File: src/rtl/addtk_stage.sv
// ---------------------------------------------------------------------------
// addtk_stage
//   Round-entry stage of the QARMAv2-128 iterative core. It XORs the current
//   128-bit state with the round tweakey, registers the result and offers it
//   to the S-box layer over a valid/ready handshake. The stage owns the round
//   counter. It loads a fresh block from in_state, and reloads from fb_state
//   on every later round. The last round is flagged with out_last.
//
// Parameters
//   ROUNDS      number of round issues per block (2..15)
//
// Ports
//   clk, rst_n  clock (rising edge), asynchronous active-low reset
//   in_valid    new block offered
//   in_ready    block accepted (high only while idle)
//   in_state    new block state, nibble i = bits [4i+3:4i]
//   tk_idx      index of the tweakey needed at the next capture
//   tk          round tweakey for tk_idx (combinational from key schedule)
//   fb_valid    single-cycle pulse, fb_state holds the rest-of-round result
//   fb_state    state returned from the linear layer
//   out_valid   out_state is valid for the S-box layer
//   out_ready   downstream accepts out_state
//   out_state   registered state ^ tk
//   out_round   round index of the issued out_state
//   out_last    high with out_valid on the final round
//   busy        high whenever a block is in flight
//
// Configuration
//   ADDTK_ZEROIZE_EN  when defined, out_state/out_round/out_last are cleared
//                     on the final handshake, so no key-dependent data stays
//                     in the register while idle.
// ---------------------------------------------------------------------------
`timescale 1ns/1ps

module addtk_stage #(
  parameter int ROUNDS = 13
) (
  input  logic         clk,
  input  logic         rst_n,
  input  logic         in_valid,
  output logic         in_ready,
  input  logic [127:0] in_state,
  output logic [3:0]   tk_idx,
  input  logic [127:0] tk,
  input  logic         fb_valid,
  input  logic [127:0] fb_state,
  output logic         out_valid,
  input  logic         out_ready,
  output logic [127:0] out_state,
  output logic [3:0]   out_round,
  output logic         out_last,
  output logic         busy
);

  typedef enum logic [1:0] {
    IDLE    = 2'd0,
    ISSUE   = 2'd1,
    WAIT_FB = 2'd2
  } state_t;

  localparam logic [3:0] LAST_ROUND = 4'(ROUNDS - 1);

  state_t     st;
  logic [3:0] next_round;

  assign next_round = out_round + 4'd1;

  // NOTE: every register here, including the 128-bit data path, is cleared by
  // the async reset so an aborted block leaves nothing behind.
  always_ff @(posedge clk or negedge rst_n) begin
    if (!rst_n) begin
      st        <= IDLE;
      out_valid <= 1'b0;
      out_state <= '0;
      out_round <= '0;
      out_last  <= 1'b0;
    end else begin
      // NOTE: non-blocking assignments so every register samples the
      // pre-edge values, regardless of statement order.
      case (st)
        IDLE: begin
          if (in_valid) begin
            out_state <= in_state ^ tk;
            out_round <= '0;
            out_last  <= (LAST_ROUND == 4'd0);
            out_valid <= 1'b1;
            st        <= ISSUE;
          end
        end

        ISSUE: begin
          // Outputs are held until the S-box layer takes them; fb_valid is
          // deliberately not looked at here.
          if (out_ready) begin
            out_valid <= 1'b0;
            if (out_round == LAST_ROUND) begin
              st <= IDLE;
`ifdef ADDTK_ZEROIZE_EN
              out_state <= '0;
              out_round <= '0;
              out_last  <= 1'b0;
`endif
            end else begin
              st <= WAIT_FB;
            end
          end
        end

        WAIT_FB: begin
          if (fb_valid) begin
            out_state <= fb_state ^ tk;
            out_round <= next_round;
            out_last  <= (next_round == LAST_ROUND);
            out_valid <= 1'b1;
            st        <= ISSUE;
          end
        end

        default: begin
          st        <= IDLE;
          out_valid <= 1'b0;
        end
      endcase
    end
  end

  assign in_ready = (st == IDLE);
  assign busy     = (st != IDLE);

  // The key schedule is asked for the tweakey of the next capture: round 0
  // when idle, otherwise the round after the one currently issued.
  // NOTE: a default assignment first keeps this block free of latches.
  always_comb begin
    tk_idx = 4'd0;
    case (st)
      ISSUE:   tk_idx = (out_round == LAST_ROUND) ? 4'd0 : next_round;
      WAIT_FB: tk_idx = next_round;
      default: tk_idx = 4'd0;
    endcase
  end

endmodule

File: config.mk
export PLATFORM = sky130hd
export DESIGN_NAME = addtk_stage
export DESIGN_NICKNAME = d
export VERILOG_FILES = /design/src/rtl/addtk_stage.sv
export SDC_FILE = /design/constraint.sdc
export NUM_CORES = 1
export LEC_CHECK = 0
export BUFFER_PORTS_ARGS = -buffer_cell sky130_fd_sc_hd__buf_4
export CORE_AREA = 3 3 204 206
export CTS_CLUSTER_DIAMETER = 30
export CTS_CLUSTER_SIZE = 20
export DETAILED_ROUTE_END_ITERATION = 12
export DIE_AREA = 0 0 207 209
export PLACE_DENSITY_LB_ADDON = 0.08
export SETUP_SLACK_MARGIN = 0.3
export SLEW_MARGIN = 25
export SYNTH_ARGS = -nofsm -noshare
export SYNTH_HDL_FRONTEND = slang
export SYNTH_SLANG_ARGS = --single-unit
File: constraint.sdc
create_clock -name clk -period 3.6 [get_ports clk]
set_input_delay 0.36 -clock clk [delete_from_list [all_inputs] [get_ports clk]]
set_output_delay 0.36 -clock clk [all_outputs]
set_load 0.03 [all_outputs]
==> impl_metrics.toml <==
[detailed_routing]
postRouteAntennaNets = 0
topRoutingLayerUsed = "met4"
dr_wl_met3_um = 2740
wl_met1_um = 10800
wl_per_cell_um = 17.6
met2_length_um = 15300
drt-initial-drc-count = 167
vias_per_cell = 3.89
first_pass_iters = 4
vias = 6430
wl_um = 29100
drc = 0

[critical_path]
slowest_delay_ns = 0.41
reg2reg_depth = 6
critPathBufInv = 3
cpMaxStageDelayCell = "dfrtp_1"
crit_type = "reg2out"
cp_max_fo = 63
path_depth = 6
path_cells = "inv_1, ha_4, buf_12, a21oi_1, nor3b_1, buf_4"
critPathRequiredTime_ns = 3.24
crit_family = "buffers and inverters"
critical_path.endpoint_type = "output pin"
cp_data_arrival_time_ns = 2.18
worstSetupStartpointType = "flip-flop"

[grt]
grt_pass1_wl_um = 42800
grt_max_degree = 79
gr-total-overflow = 0
grt_usage_pct = 13.1
antenna_found_initial = 0
grt_pass1_vias = 6936

[floorplan]
fp.dieH_um = 209
start_util_pct = 19.6
ios = 529
coreArea_mm2 = 0.0398
rows = 73
die_area_mm2 = 0.0433
die_w_um = 207

[place]
placed_cell_area_mm2 = 0.0123
port_buffers = 528
dp_hpwl_um = 23800
gp_congestion = 0.749

[power_and_ir_drop]
power_density_mw_per_mm2 = 870
total_power_mw = 11.2
power.leakage_nw = 5.78
peakVddDrop_v = 0.000473

[final_layout]
stdcell_area_mm2 = 0.0129
nFillCells = 4153
post-route-util_pct = 32.5
final_net_count = 1516
areaGrowthSynthToFinish_pct = 65.3
seqCellArea_mm2 = 0.00340
drive_gt1_share_pct = 54.1
multi_input_area_mm2 = 0.00417
antenna_cells = 0

[cts]
clk_path_buf_depth = 2
cts_buffers = 17
root_buffer = "clkbuf_16"
path_clk_slew_ns = 0.06
post_cts_resized = 0
worstSkewPairLatency_ns = 0.43
clock_sinks = 136
cts_tree = "built"
h-tree-depth = 4
cts_hold_buf = 1
cts_setup_buffers = 0

[timing]
slew_headroom_pct = 45.5
timing_max_transition_violations_final = 0
finalCritPeriodShare_pct = 70.6
tightestPinTransition_ns = 0.818
fin_crit_ns = 2.54
max_freq_ghz = 0.393
clock_skew_ns = 0.00855
setup_viol = 0
finalSetupTns_ns = 0
hold_viol = 0
grt_setup_unrepaired = "no"

[logic_synthesis]
synth_area_per_cell_um2 = 13.1
syn_area_mm2 = 0.00782
yosys_register_bits = 136
syn_inst = 597
synth_fp_nets = 992
synth_enable_flop_cells = 0
async_flop_share_pct = 100
synth_cell_type_count = 27
synth_ff_type = "dfrtp_1"
synth-seq-area-share_pct = 43.5
ys.warnings.count = 0

[run]
maxCapViolations = 0

[min_path]
hold_class = "in2reg"
hold_depth = 3

[status]
status = "finished clean"
-- synth_stat cells, types with 2 or more instances --
library cell	count	area share (%)
buf_2	9	0.58
o21ai_0	2	0.13
ha_1	6	0.96
buf_4	11	1.1
mux2_2	51	7.3
and2b_1	2	0.19
nand3_1	6	0.38
nor3b_1	3	0.29
a2111oi_0	2	0.22
xnor2_1	130	15
mux2_1	78	11
buf_6	9	1.3
mux2i_1	131	17
inv_1	9	0.43
dfrtp_1	136	44
-- layout by cell type (no fill, tap or decap) --
| master | n |
|---|---|
| buf_4 | 527 |
| dfrtp_1 | 136 |
| mux2i_1 | 131 |
| xnor2_1 | 130 |
| mux2_1 | 78 |
| mux2_2 | 51 |
| clkbuf_16 | 17 |
| inv_1 | 9 |
| nand3_1 | 6 |
| ha_1 | 5 |
| buf_12 | 5 |
| clkbuf_1 | 4 |
| clkbuf_8 | 4 |
| nor3b_1 | 3 |
| bufinv_16 | 3 |
| and2b_1 | 2 |
| a2111oi_0 | 2 |
| o21ai_0 | 2 |
| a21oi_1 | 1 |
| and3b_1 | 1 |
| nor2_2 | 1 |
| nor3_4 | 1 |
| nand2b_1 | 1 |
| and2_0 | 1 |
| nor2_1 | 1 |
| nor2b_1 | 1 |
| nor3_1 | 1 |
| o32ai_1 | 1 |
| nand2_1 | 1 |
| o22ai_1 | 1 |
| ha_4 | 1 |
| dlygate4sd3_1 | 1 |
| buf_6 | 1 |
-- flip-flops by register name, indices dropped and copies added, names as in the netlist --
register / flops
out_state: 128
out_round: 4
st: 2
out_last: 1
out_valid: 1
-- worst paths after layout --
path | startpoint | to | slack (ns)
max in group asynchronous | rst_n | out_state[76] | 2.13
worst max register to register | st[0] | out_state[31] | 1.35
worst min register to register | out_state[68] | out_state[68] | 0.48
worst min-delay path | tk[68] | out_state[68] | 0.26
min in group asynchronous | rst_n | out_state[71] | 0.54
worst max-delay path | st[0] | tk_idx[2] | 1.06
-- metrics by stage --
stage	instances	setup WS, ns	hold WS [ns]
2_1_floorplan	597	1.36	0.0644
3_3_place_gp	1626	1.40	0.455
3_5_place_dp	1626	1.33	0.469
4_1_cts	1655	0.946	0.230
5_1_grt	1655	0.840	0.247
6_report	1655	1.06	0.261
-- worst reg2reg max path, cell delays in order, from the launching register on --
cell and delay [ns]:
dfrtp_1 0.39, inv_1 0.10, ha_1 0.28, and2b_1 0.24
nor3_4 0.28, buf_12 0.38, mux2_1 0.45
-- kinds of logic (layout without fill, tap and decap cells) --
| kind of cell | count (synthesis) | count (layout) | synth area share, % |
|---|---|---|---|
| and+or+nand+nor | 20 | 20 | 1.66 |
| adders and majority gates | 6 | 6 | 0.960 |
| DFF | 136 | 136 | 43.5 |
| buffers and inverters | 38 | 571 | 3.36 |
| muxes | 260 | 260 | 35.3 |
| xor gates and xnor gates | 130 | 130 | 14.6 |
| AOI/OAI and AO/OA | 7 | 7 | 0.608 |
-- report_power, final --
group	switching, mW	total (mW)	internal (mW)
Sequential	0.374	2.72	2.34
Clock	0.647	1.80	1.15
Combinational	3.74	6.73	2.99
Total	4.76	11.2	6.48
-- area by class of cell --
| type | instances | area share [%] |
|---|---|---|
| multi-input combinational | 423 | 32.2 |
| timing repair buffer | 534 | 31.5 |
| sequential | 136 | 26.3 |
| tap | 525 | 5.08 |
| clock buffer | 25 | 3.83 |
| clock inverter | 3 | 0.697 |
| inverter | 9 | 0.261 |
-- layer usage --
layer | GRT usage, % | up-vias
met5 | 0 | -
met4 | 2.93 | 0
met3 | 5.90 | 10
met2 | 23.7 | 306
met1 | 14.1 | 2983
li1 | - | 3131
Note: power is estimated with default switching activity, not from simulation.
